**src/rtl/status_uart_tx_if.sv**
```systemverilog
// Status byte / UART TX port bundle.
//   data_in     status byte from the LED driver (driven by master)
//   tx          UART serial line, idle high
//   busy        high while a message is being sent
//   frame_done  one-cycle pulse after the last stop bit of a message
//   overrun     one-cycle pulse when an unsent pending value is replaced
// master = producer of data_in / observer of the line, slave = status_uart_tx.
interface status_uart_tx_if;
  logic [7:0] data_in;
  logic       tx;
  logic       busy;
  logic       frame_done;
  logic       overrun;

  modport master (output data_in, input tx, busy, frame_done, overrun);
  modport slave  (input data_in, output tx, busy, frame_done, overrun);
endinterface

```
**src/rtl/status_uart_tx.sv**
```systemverilog
// status_uart_tx: watches the LED driver's status byte and, on every change,
// transmits the new value as two uppercase hex characters (optionally followed
// by CR LF) on a UART 8N1 line. One value can wait in a pending register while
// a message is in flight; replacing an unsent pending value pulses overrun.
// Ports:
//   clk    system clock, rising edge
//   reset  asynchronous, active-high
//   bus    status_uart_tx_if.slave: data_in in; tx, busy, frame_done, overrun out
module status_uart_tx #(
  parameter int CLK_HZ       = 49152000,
  parameter int BAUD         = 9600,
  parameter int SEND_NEWLINE = 1
) (
  input  logic clk,
  input  logic reset,
  status_uart_tx_if.slave bus
);

  localparam int                BAUD_DIV  = CLK_HZ / BAUD;
  localparam int                CNT_W     = $clog2(BAUD_DIV);
  localparam logic [CNT_W-1:0]  CNT_MAX   = CNT_W'(BAUD_DIV - 1);
  localparam logic [1:0]        LAST_CHAR = (SEND_NEWLINE != 0) ? 2'd3 : 2'd1;

  typedef enum logic [1:0] {IDLE, START, DATA, STOP} state_t;

  state_t           state_q, state_d;
  logic [CNT_W-1:0] cnt_q, cnt_d;
  logic [2:0]       bit_q, bit_d;
  logic [1:0]       char_q, char_d;
  logic [7:0]       data_q;
  logic [7:0]       msg_q, msg_d;
  logic [7:0]       pend_val_q, pend_val_d;
  logic             pend_q, pend_d;
  logic             tx_q, tx_d;
  logic             busy_q;
  logic             fd_q, fd_d;
  logic             ov_q, ov_d;
  logic             change, tick, msg_end;
  logic [7:0]       cur_char;

  function automatic logic [7:0] hex_ascii(input logic [3:0] nib);
    return (nib < 4'd10) ? (8'h30 + {4'h0, nib}) : (8'h37 + {4'h0, nib});
  endfunction

  function automatic logic [7:0] msg_char(input logic [7:0] b, input logic [1:0] idx);
    case (idx)
      2'd0:    return hex_ascii(b[7:4]);
      2'd1:    return hex_ascii(b[3:0]);
      2'd2:    return 8'h0D;
      default: return 8'h0A;
    endcase
  endfunction

  assign change  = (bus.data_in != data_q);
  assign tick    = (cnt_q == CNT_MAX);
  assign msg_end = (state_q == STOP) && tick && (char_q == LAST_CHAR);

  always_comb begin
    state_d    = state_q;
    cnt_d      = cnt_q;
    bit_d      = bit_q;
    char_d     = char_q;
    msg_d      = msg_q;
    pend_d     = pend_q;
    pend_val_d = pend_val_q;
    fd_d       = 1'b0;
    ov_d       = 1'b0;
    tx_d       = 1'b1;
    cur_char   = 8'h00;

    if (state_q != IDLE)
      cnt_d = tick ? '0 : cnt_q + 1'b1;

    case (state_q)
      IDLE: begin
        if (change) begin
          state_d = START;
          cnt_d   = '0;
          char_d  = 2'd0;
          bit_d   = 3'd0;
          msg_d   = bus.data_in;
        end
      end
      START: if (tick) begin
        state_d = DATA;
        bit_d   = 3'd0;
      end
      DATA: if (tick) begin
        if (bit_q == 3'd7) state_d = STOP;
        else               bit_d   = bit_q + 3'd1;
      end
      STOP: if (tick && (char_q != LAST_CHAR)) begin
        state_d = START;
        char_d  = char_q + 2'd1;
      end
      default: state_d = IDLE;
    endcase

    // A change landing on the final stop-bit cycle supersedes any pending
    // value and is sent next without flagging an overrun.
    if (msg_end) begin
      fd_d   = 1'b1;
      pend_d = 1'b0;
      if (change || pend_q) begin
        state_d = START;
        cnt_d   = '0;
        char_d  = 2'd0;
        bit_d   = 3'd0;
        msg_d   = change ? bus.data_in : pend_val_q;
      end else begin
        state_d = IDLE;
      end
    end else if ((state_q != IDLE) && change) begin
      pend_d     = 1'b1;
      pend_val_d = bus.data_in;
      ov_d       = pend_q;
    end

    // Line level is derived from the next state so tx can be a plain flop.
    cur_char = msg_char(msg_d, char_d);
    case (state_d)
      START:   tx_d = 1'b0;
      DATA:    tx_d = cur_char[bit_d];
      default: tx_d = 1'b1;
    endcase
  end

  always_ff @(posedge clk or posedge reset) begin
    if (reset) begin
      state_q <= IDLE;
      cnt_q   <= '0;
      bit_q   <= 3'd0;
      char_q  <= 2'd0;
      pend_q  <= 1'b0;
      data_q  <= 8'h00;
      tx_q    <= 1'b1;
      busy_q  <= 1'b0;
      fd_q    <= 1'b0;
      ov_q    <= 1'b0;
    end else begin
      state_q <= state_d;
      cnt_q   <= cnt_d;
      bit_q   <= bit_d;
      char_q  <= char_d;
      pend_q  <= pend_d;
      data_q  <= bus.data_in;
      tx_q    <= tx_d;
      busy_q  <= (state_d != IDLE);
      fd_q    <= fd_d;
      ov_q    <= ov_d;
    end
  end

  // Payload registers carry no reset: they are only read once qualified by
  // state/pending flags that reset does clear.
  always_ff @(posedge clk) begin
    msg_q      <= msg_d;
    pend_val_q <= pend_val_d;
  end

  assign bus.tx         = tx_q;
  assign bus.busy       = busy_q;
  assign bus.frame_done = fd_q;
  assign bus.overrun    = ov_q;

endmodule

```
**src/flat_wrapper.sv**
```systemverilog
// flat-port wrapper written by rule: the top's interface ports become plain ports
module status_uart_tx_flat 
#(
  parameter int CLK_HZ       = 49152000,
  parameter int BAUD         = 9600,
  parameter int SEND_NEWLINE = 1
)
  (clk, reset, bus_data_in, bus_tx, bus_busy, bus_frame_done, bus_overrun);
  status_uart_tx_if bus_i ();
  input  logic clk;
  input  logic reset;
  input wire logic [$bits(bus_i.data_in)-1:0] bus_data_in;
  output wire logic [$bits(bus_i.tx)-1:0] bus_tx;
  output wire logic [$bits(bus_i.busy)-1:0] bus_busy;
  output wire logic [$bits(bus_i.frame_done)-1:0] bus_frame_done;
  output wire logic [$bits(bus_i.overrun)-1:0] bus_overrun;
  assign bus_i.data_in = bus_data_in;
  assign bus_tx = bus_i.tx;
  assign bus_busy = bus_i.busy;
  assign bus_frame_done = bus_i.frame_done;
  assign bus_overrun = bus_i.overrun;
  status_uart_tx #(.CLK_HZ(CLK_HZ), .BAUD(BAUD), .SEND_NEWLINE(SEND_NEWLINE)) u_core (.clk(clk), .reset(reset), .bus(bus_i));
endmodule
```
**config.mk**
```make
export PLATFORM = sky130hd
export DESIGN_NAME = status_uart_tx_flat
export DESIGN_NICKNAME = d
export VERILOG_FILES = /design/src/rtl/status_uart_tx_if.sv /design/src/rtl/status_uart_tx.sv /design/src/flat_wrapper.sv
export SDC_FILE = /design/constraint.sdc
export NUM_CORES = 1
export LEC_CHECK = 0
export ABC_CLOCK_PERIOD_IN_PS = 8000
export BUFFER_PORTS_ARGS = -buffer_cell sky130_fd_sc_hd__buf_2
export CORE_UTILIZATION = 60
export DETAILED_ROUTE_END_ITERATION = 16
export GPL_ROUTABILITY_DRIVEN = 0
export PLACE_DENSITY = 0.78
export SKIP_LAST_GASP = 1
export SLEW_MARGIN = 5
export SYNTH_ARGS = -nofsm -noshare
export SYNTH_HDL_FRONTEND = slang
export SYNTH_SLANG_ARGS = --single-unit
```
**constraint.sdc**
```tcl
create_clock -name clk -period 8 [get_ports clk]
set_input_delay 0.8 -clock clk [delete_from_list [all_inputs] [get_ports clk]]
set_output_delay 0.8 -clock clk [all_outputs]
set_load 0.03 [all_outputs]
```
==> metrics.md, run 1 <==
| Metric | Value |
|---|---|
| Status | complete, no violations |
| Vias | roughly 2,000 |
| CTS tree | done |
| Synth warn | 0 |
| Worst-path fanout max | 10 |
| Min cycle time layout | 3.35 ns |
| Setup crit end kind | register |
| Worst EP required | roughly 8.2 ns |
| Initial antenna violation count | 0 |
| Clock transition at path regs | about 0.090 ns |
| DRC | 0 |
| Slew HR | 0.437 |
| Post-CTS setup buffers | 0 |
| Die area | between 4000 and 5000 µm² |
| Most frequent cells in the layout | dfrtp_1 (32), nor2_1 (27), inv_1 (24), nand2_1 (18), xnor2_1 (16) |
| Post-DRT Antenna Nets | 0 |
| Main combinational cell family by area after synthesis | simple AND/OR/NAND/NOR gates |
| Post-route worst setup slack | 4.65 ns |
| Grt total ovfl | 0 |
| Peak Freq | 299 MHz |
| Layout area overhead | 9.17% |
| Critical Path AT | about 3.6 ns |
| Crit path max-delay cell type | nor4_4 |
| Post-Syn Area | between 2000 and 3000 µm² |
| Gr usage total | 0.232 |
| Synthesized-area fraction occupied by xor and xnor cells | 0.0710 |
| Simple-gate portion of the synthesized area | 0.213 |
| Setup Skew | 0.00855 ns |
| CP Launch Type | register |
| Wire length on met1 | 2.48 mm |
| IO buf count | 13 |
| Top Metal Used | met4 |
| Most used cell, CP | ha_1 |
| Hold/Removal Path Class | primary input to async pin |
| HPWL Detailed | 3.72 mm |
| Critical path class | register to register |
| Worst Path Buf+Inv | 0 |
| Metal2 WL | 2.37 mm |
| Period utilisation layout | 0.419 |
| Mux share of post-synthesis cell area | 0.00369 |
| Mapped Avg Cell Area | 10.3 µm² |
| Top Ports | 14 |
| Die Ht | 69.3 µm |
| Initial core utilization | 0.623 |
| Max incr delay on CP | approximately 0.5 ns |
| Lkg Pwr | 1.26 nW |
| CP Cell Sequence | ha_1 -> nand4bb_4 -> nor4_4 -> and2b_4 -> a2bb2oi_4 -> o221ai_2 -> ha_1 -> o21ai_2 -> nand2_1 -> a2111o_1 -> a31oi_1 -> o21ai_1 |
| Worst Reg2Reg Path Length in Cells | 12 |
| WL final | 5.03 mm |
| Max VDD drop | around 0.13 mV |
| Post-synthesis adder-cell area fraction | 0.0507 |
| Clk sinks | 49 |
| Die Width | 69.3 µm |
| DR pass1 iterations | 4 |
| Syn nets | roughly 290 |
| Crit path depth | 12 |
| Diodes inserted | 0 |
| Register area share after synthesis | 0.452 |
| Commonest non-fill, non-tap cell in the layout | dfrtp_1 |
| Clock buffer depth | 2 |
| Post-synth top flop | dfrtp_1 |
| Worst-skew pair later-pin latency | about 0.29 ns |
| DRT iter0 DRCs | about 110 |
| Root buffer cell | clkbuf_8 |
| Fillers | 325 |
| Global-route wire length before repair | 8.90 mm |
| Num CTS Buffers | 5 |
| Hold Buf Count CTS | 0 |
| Synth top area share | 0.295 |
| Routed WL per cell | 14.9 µm |
| Largest net degree at the start of global routing | 34 |
| Routed wl met3 | 147 µm |
| Fin. Hold Viols | 0 |
| Reg-to-reg endpoint | u_core.bus.tx$_DFF_PP1_ |
| Post-synth EDFFs | 8 |
| Multi-input gate area | 1390 µm² |
| Core area | 4350 µm² |
| RSZ-0062 raised after global routing | false |
| Dominant cell type by area after synthesis | dfrtp_1 |
| FF/Latch Area | approximately 1200 µm² |
| Fraction of the mapped netlist area in compound gates | 0.174 |
| H-tree depth | 2 |
| Fin nets | 305 |
| Area contributors post-synth | dfrtp_1 (30%), edfxtp_1 (8.9%), dfxtp_1 (5.9%), xnor2_1 (5.2%), ha_1 (5.1%) |
| Final setup vio count | 0 |
| Cts repair resizes | 0 |
| Number of global-route vias before repair | 1,977 |
| R2r setup slk | 4.65 ns |
| Crit path max-delay family | compound AO/OA/AOI/OAI gates |
| Maximum Capacitance Violations | 0 |
| Fin Setup TNS | 0 ns |
| Layout cells sized above 1 | 0.165 |
| Fraction of synthesis flops using an asynchronous set or reset pin | 0.673 |
| PD cells | around 150 nW/µm² |
| Gate Count Post-Synth | 264 |
| Library cells used by synthesis | between 60 and 70 |
| Yosys reg bits | 49 |
| Cell Rows | 24 |
| Via-to-Cell Ratio | 5.80 |
| Dpl ws | 4.45 ns |
| Slew Limit Fails | 0 |
| Reg2reg start | u_core.cnt_q[0]$_DFF_PP0_ |
| Worst Tran Pin Value | 0.842 ns |
## power breakdown
part / internal [mW] / switching, mW
Clock: 0.0939 / 0.0800
Sequential: 0.260 / 0.00627
Combinational: 0.00773 / 0.0101
Total: 0.362 / 0.0963
## worst max-delay path by stage
stage,start,endpoint
after floorplan,bus_data_in[1],u_core.bus.tx$_DFF_PP1_
after global placement,bus_data_in[5],u_core.bus.tx$_DFF_PP1_
after detailed placement,bus_data_in[0],u_core.bus.tx$_DFF_PP1_
after CTS,u_core.cnt_q[0]$_DFF_PP0_,u_core.bus.tx$_DFF_PP1_
after global routing,u_core.cnt_q[0]$_DFF_PP0_,u_core.bus.tx$_DFF_PP1_
final,u_core.cnt_q[0]$_DFF_PP0_,u_core.bus.tx$_DFF_PP1_
## through the flow
step	hold WS, ns	instance area, µm²	util	std cells	power (mW)
2_1_floorplan	0.522	2710	-	264	0.282
3_3_place_gp	0.551	2850	0.655	329	0.288
3_5_place_dp	0.565	2850	0.655	329	0.290
4_1_cts	0.585	2960	0.680	337	0.462
5_1_grt	0.626	2960	0.680	337	0.474
6_report	0.577	2960	0.680	337	0.458
## layer usage
metal  track usage  vias up
li1              -      994
met1         0.321      915
met4        0.0726        0
met2         0.378       43
met3        0.0349        2
met5             0        -
## area by class of cell
type,count,area share
well taps,52,0.0220
clock buffers,6,0.0245
multi-input cells,189,0.469
inverters,24,0.0304
clock inverters,2,0.0131
repair buffers,15,0.0270
flip-flops and latches,49,0.414
## cells by family (layout without fill, tap and decap cells)
kind of cell	after synthesis	in the layout
xor+xnor	22	22
simple gates	99	99
flops	49	49
mux	1	1
compound gates	56	56
fa+ha+maj	11	11
buf+inv	26	47
## Yosys cell counts, types with 2 or more instances
cell,number
nand4_1,9
inv_1,24
nand2b_1,10
dfxtp_1,8
clkbuf_1,2
a22oi_1,2
nor3_1,2
a31oi_1,3
nor4_2,2
nor2b_1,3
nand3_1,10
nor2_1,27
o21ai_0,7
nand2_1,18
o21bai_1,4
ha_1,11
o211ai_1,2
a21oi_1,9
edfxtp_1,8
xnor2_1,16
o221ai_2,4
nor4_1,2
and3_1,2
dfrtp_1,32
o221ai_1,3
xor2_1,6
a21oi_2,2
o31ai_1,2
## sequential cells by signal (all words and copies together), names as in the netlist
signal                 count
u_core.state_q             2
u_core.data_q              8
u_core.msg_q               8
u_core.cnt_q              13
u_core.bus.frame_done      1
u_core.bit_q               3
u_core.pend_q              1
u_core.char_q              2
u_core.bus.overrun         1
u_core.pend_val_q          8
u_core.bus.tx              1
u_core.bus.busy            1
## worst min-delay path, cell delays in order
cell	delay (ns)
buf_2	0.09
inv_1	0.04
buf_4	0.36
Power figures use the tool's default switching activity.
==> run 2: changes to the inputs <==
ABC_CLOCK_PERIOD_IN_PS = 2700   (was 8000)
CORE_UTILIZATION = 55   (was 60)
PLACE_DENSITY = 0.76   (was 0.78)
clock period = 2.7 ns   (was 8 ns; I/O delays follow)
==> run 2 against run 1 <==
Against the previous run:
- the flow now finishes with violations (negative setup slack)
- register-to-register slack lost 4.8 ns
- worst setup slack got worse by 4.8 ns
- power grew to 3.0 times the previous value
- flip-flop and latch count did not move
- core utilization increased by 4.3 points
- final cell count grew 18%
- critical endpoint unchanged
- largest power group unchanged
- highest routed layer unchanged
==> metrics.md, run 2 (same netlist as run 1, synthesis figures left out) <==
| Metric | Value |
|---|---|
| Status | finished with violations |
| Violated checks | negative setup slack |
| PD cells | roughly 410 nW/µm² |
| IO buf count | 13 |
| H-tree depth | 2 |
| Vias | about 2,200 |
| Max VDD drop | 0.458 mV |
| R2r setup slk | -0.13 ns |
| Slew HR | 0.526 |
| Final setup vio count | 1 |
| Gr usage total | 0.257 |
| WL final | 6.09 mm |
| Layout cells sized above 1 | 0.304 |
| Setup Skew | 0.0110 ns |
| Setup crit end kind | register |
| Cell Rows | 25 |
| Core Util, Final | 0.723 |
| Core area | 4720 µm² |
| DRT iter0 DRCs | about 150 |
| Number of global-route vias before repair | 2,225 |
| Via-to-Cell Ratio | 5.55 |
| Lkg Pwr | 1.52 nW |
| Commonest non-fill, non-tap cell in the layout | buf_4 |
| Worst-path fanout max | 4 |
| Clock buffer depth | 2 |
| DR pass1 iterations | 4 |
| Min cycle time layout | 2.83 ns |
| CP Launch Type | register |
| Worst EP required | 2.94 ns |
| Die Ht | just over 70 µm |
| HPWL Detailed | 4.42 mm |
| Dpl ws | -0.146 ns |
| Post-DRT Antenna Nets | 0 |
| CTS tree | done |
| Placed instance count | 387 |
| Largest net degree at the start of global routing | 34 |
| Post-route worst setup slack | -0.133 ns |
| Routed WL per cell | roughly 15 µm |
| Initial antenna violation count | 0 |
| Fin Setup TNS | -0.133 ns |
| Peak Freq | 353 MHz |
| Layout area overhead | 25.9% |
| RSZ-0062 raised after global routing | true |
| Worst Tran Pin Value | just over 0.7 ns |
| Fin. Hold Viols | 0 |
| Maximum Capacitance Violations | 0 |
| Final std cells w/o fill | between 300 and 400 |
| Grt total ovfl | 0 |
| Fin nets | roughly 350 |
| Largest register FFs | 13 |
| Num CTS Buffers | 5 |
| Initial core utilization | 0.575 |
| Critical path class | register to register |
| Placed Area | between 3000 and 4000 µm² |
| Design area | ~3400 µm² |
| Top Ports | 14 |
| Critical Path AT | 3.07 ns |
| DRC | 0 |
| Global-route wire length before repair | 10.2 mm |
| Clock transition at path regs | 0.10 ns |
| Most flop-heavy register | u_core.cnt_q |
| Hold/Removal Path Class | primary input to async pin |
| Diodes inserted | 0 |
| Die Width | approximately 72 µm |
| Die area | 5220 µm² |
| Clk sinks | 49 |
| Worst-skew pair later-pin latency | 0.31 ns |
| Period utilisation layout | 1.05 |
| Most frequent cells in the layout | buf_4 (46), dfrtp_1 (32), nor2_1 (27), inv_1 (24), nand2_1 (18) |
| Root buffer cell | clkbuf_8 |
| Slew Limit Fails | 0 |
-- run 2: critical path, cell delays in order, from the launching register on --
cell,delay [ns]
dfrtp_1,0.37
ha_2,0.21
nand4bb_4,0.13
nor4_4,0.29
and2b_4,0.25
a2bb2oi_4,0.22
buf_6,0.14
o221ai_4,0.11
ha_2,0.23
o21ai_2,0.18
a21boi_0,0.11
a2111o_1,0.30
a31oi_1,0.13
o21ai_1,0.09
-- run 2: power breakdown --
part	switching (mW)	internal [mW]	leakage (nW)	total [mW]
Combinational	0.0381	0.0315	0.923	0.0696
Sequential	0.0149	0.771	0.544	0.786
Clock	0.255	0.278	0.0554	0.533
Total	0.308	1.08	1.52	1.39
-- run 2: repair_timing --
action | in CTS | in global routing
setup endpoints to repair | 1 | 9
pin swaps | 3 | 0
setup buffers | 4 | 0
hold buffers | 0 | 0
endpoints found under the hold margin | 0 | 0
resized for setup | 3 | 3
-- run 2: final timing paths --
kind | startpoint | to | depth (start not counted)
setup / recovery | u_core.cnt_q[0]$_DFF_PP0_ | u_core.bus.tx$_DFF_PP1_ | 13
max in group asynchronous | reset | u_core.bus.tx$_DFF_PP1_ | 3
hold / removal | reset | u_core.data_q[4]$_DFF_PP0_ | 3
setup reg to reg | u_core.cnt_q[0]$_DFF_PP0_ | u_core.bus.tx$_DFF_PP1_ | 13
hold reg to reg | u_core.msg_q[4]$_DFF_P_ | u_core.msg_q[4]$_DFF_P_ | 2
min in group clk | bus_data_in[6] | u_core.data_q[6]$_DFF_PP0_ | 1
-- run 2: cell type report --
cell class	count	area (µm²)
Multi-Input combinational cell	189	1450
Sequential cell	49	1230
Clock inverter	2	38.8
Clock buffer	6	72.6
Tap cell	67	83.8
Inverter	24	90.1
Fill cell	335	1310
Timing Repair Buffer	62	453
-- run 2: per-stage QoR --
step	total power [mW]	hold slack (ns)
after floorplan	0.835	0.301
after global routing	1.43	0.0868
after global placement	0.867	0.378
after detailed placement	0.871	0.383
after CTS	1.39	0.0479
final	1.39	0.0310
-- run 2: per-layer routing --
layer / share of wire / track usage / routed length (µm) / vias to the layer above
met5: 0 / 0 / 0 / -
met4: 0.019 / 0.107 / 117 / 0
met3: 0.030 / 0.0458 / 185 / 14
met2: 0.49 / 0.431 / 2990 / 53
met1: 0.46 / 0.327 / 2800 / 1066
li1: - / - / - / 1081
==> run 3: changes to the inputs <==
PLACE_DENSITY = 0.87   (was 0.76)
TNS_END_PERCENT = 1   (was default)
==> run 3 against run 2 <==
Against the previous run:
- the flow still finishes with violations (negative setup slack)
- worst hold slack better by 0.0069 ns
- core utilization up 0.079 points
- sequential share of layout area about the same
- sequential power about the same
- via count increased by 3.1%
- die area stayed put
- critical path depth stayed put
- register-to-register slack got worse by 0.02 ns
- non-clock buffer count fell by 4
==> metrics.md, run 3 (same netlist as run 1, synthesis figures left out) <==
| Metric | Value |
|---|---|
| Status | finished with violations |
| Violated checks | negative setup slack |
| Worst Tran Pin Value | 1.19 ns |
| Gr usage total | 0.279 |
| Cell Rows | 25 |
| Min cycle time layout | 2.85 ns |
| Hold/Removal Path Class | primary input to async pin |
| Final setup vio count | 1 |
| H-tree depth | 2 |
| Maximum Capacitance Violations | 0 |
| Layout area overhead | 26.0% |
| CP Cell Sequence | ha_2 -> nand4bb_4 -> nor4_4 -> and2b_4 -> a2bb2oi_4 -> buf_12 -> o221ai_2 -> ha_2 -> o21ai_2 -> nand2_1 -> a2111o_1 -> a31oi_1 -> o21ai_1 |
| DRC | 0 |
| PD cells | 402 nW/µm² |
| Worst EP required | 2.93 ns |
| Hold Slack | 0.0379 ns |
| NetSw | 0.301 mW |
| Critical path origin | u_core.cnt_q[0]$_DFF_PP0_ |
| Diodes inserted | 0 |
| Internal power | 1.07 mW |
| Post-route worst setup slack | -0.149 ns |
| Peak Freq | 351 MHz |
| Met3 usage | 0.0597 |
| Root buffer cell | clkbuf_8 |
| Period utilisation layout | 1.06 |
| Num CTS Buffers | 5 |
| RSZ-0062 raised after global routing | true |
| Max VDD drop | 0.417 mV |
| Layout cells sized above 1 | 0.302 |
| Core area | ~4700 µm² |
| Met1 usage | 0.306 |
| Initial antenna violation count | 0 |
| Layer with the highest usage | met2 |
| Lkg Pwr | about 1.5 nW |
| Crit path depth | 13 |
| Fin Setup TNS | -0.149 ns |
| Worst Reg2Reg Path Length in Cells | 13 |
| Die Ht | about 72 µm |
| WL final | ~6.7 mm |
| Worst-path fanout max | 8 |
| Critical path class | register to register |
| Total power | between 1 and 1.5 mW |
| Fin nets | 348 |
| Clk network pwr share | 0.379 |
| Placed Area | 3210 µm² |
| Global-route wire length before repair | between 10 and 15 mm |
| DR pass1 iterations | 4 |
| Most frequent cells in the layout | buf_4 (43), dfrtp_1 (32), nor2_1 (27), inv_1 (24), nand2_1 (18) |
| Dpl ws | -0.165 ns |
| Largest register FFs | 13 |
| Flop pwr share | 0.573 |
| Worst setup path end | u_core.bus.tx$_DFF_PP1_ |
| Setup Skew | 0.00858 ns |
| DRT iter0 DRCs | 166 |
| Crit path max-delay family | compound AO/OA/AOI/OAI gates |
| Commonest non-fill, non-tap cell in the layout | buf_4 |
| Via-to-Cell Ratio | between 5 and 6 |
| Switching Fraction | 0.219 |
| Most used cell, CP | ha_2 |
| R2r setup slk | -0.15 ns |
| HPWL Detailed | 4.62 mm |
| Die Width | 72.2 µm |
| CP Launch Type | register |
| Number of global-route vias before repair | roughly 2,300 |
| Initial core utilization | 0.575 |
| Grt total ovfl | 0 |
| CTS tree | done |
| Fin. Hold Viols | 0 |
| Worst-skew pair later-pin latency | 0.31 ns |
| Worst Path Buf+Inv | 1 |
| IO buf count | 13 |
| GR Util met2 | 0.512 |
| Max incr delay on CP | 0.36 ns |
| Post-DRT Antenna Nets | 0 |
| Most flop-heavy register | u_core.cnt_q |
| Top Ports | 14 |
| Slew HR | 0.203 |
| Setup crit end kind | register |
| Routed WL per cell | around 17 µm |
| Largest net degree at the start of global routing | 34 |
| Critical Path AT | 3.08 ns |
| Reg2reg start | u_core.cnt_q[0]$_DFF_PP0_ |
| Clk sinks | slightly below 50 |
| Clock buffer depth | 2 |
| Slew Limit Fails | 0 |
| Clock transition at path regs | 0.09 ns |
| Comb pwr share | 0.048 |
| Die area | between 5000 and 6000 µm² |
| Design area | ~3400 µm² |
| Vias | 2,282 |
| Reg-to-reg endpoint | u_core.bus.tx$_DFF_PP1_ |
| Crit path max-delay cell type | dfrtp_1 |
==> run 3: worst min-delay path by stage <==
stage	slack, ns	cells after the start	endpoint
final	0.04	3	u_core.data_q[3]$_DFF_PP0_
after global routing	0.09	3	u_core.cnt_q[0]$_DFF_PP0_
after CTS	0.05	3	u_core.bus.overrun$_DFF_PP0_
after detailed placement	0.39	3	u_core.data_q[0]$_DFF_PP0_
after global placement	0.37	3	u_core.data_q[0]$_DFF_PP0_
after floorplan	0.30	0	u_core.data_q[0]$_DFF_PP0_
==> run 3: power groups by stage <==
stage | combinational (mW) | clock, mW | sequential (mW)
after floorplan | 0.0334 | 0 | 0.802
after global placement | 0.0623 | 0 | 0.801
after detailed placement | 0.0662 | 0 | 0.803
after CTS | 0.0665 | 0.524 | 0.788
after global routing | 0.0736 | 0.549 | 0.790
final | 0.0654 | 0.521 | 0.788
==> run 3: per-stage QoR <==
step | util | std cells
2_1_floorplan | - | 264
3_3_place_gp | 0.679 | 380
3_5_place_dp | 0.679 | 380
4_1_cts | 0.716 | 393
5_1_grt | 0.724 | 395
6_report | 0.724 | 395
==> run 3: final cells by class <==
class / count / area (µm²)
Clock buffer: 6 / 72.6
Clock inverter: 2 / 33.8
Fill cell: 313 / 1300
Inverter: 24 / 90.1
Multi-Input combinational cell: 189 / 1480
Sequential cell: 49 / 1230
Tap cell: 67 / 83.8
Timing Repair Buffer: 58 / 428
==> run 3: repair_timing <==
item                                    4_1_cts  5_1_grt
resized for setup                             6        3
endpoints found under the setup margin        1        9
pin swaps                                     8        1
setup buffers                                 5        2
hold buffers                                  0        0
==> run 3: worst register-to-register path, stage by stage (launching register included) <==
cell       delay [ns]
dfrtp_1          0.36
ha_2             0.20
nand4bb_4        0.13
nor4_4           0.34
and2b_4          0.26
a2bb2oi_4        0.16
buf_12           0.15
o221ai_2         0.11
ha_2             0.22
o21ai_2          0.13
nand2_1          0.08
a2111o_1         0.36
a31oi_1          0.16
o21ai_1          0.09
==> run 3: per-layer routing <==
metal / vias to the layer above / part of all wire
li1: 1068 / -
met3: 20 / 0.056
met5: - / 0
met2: 92 / 0.52
met1: 1102 / 0.40
met4: 0 / 0.027
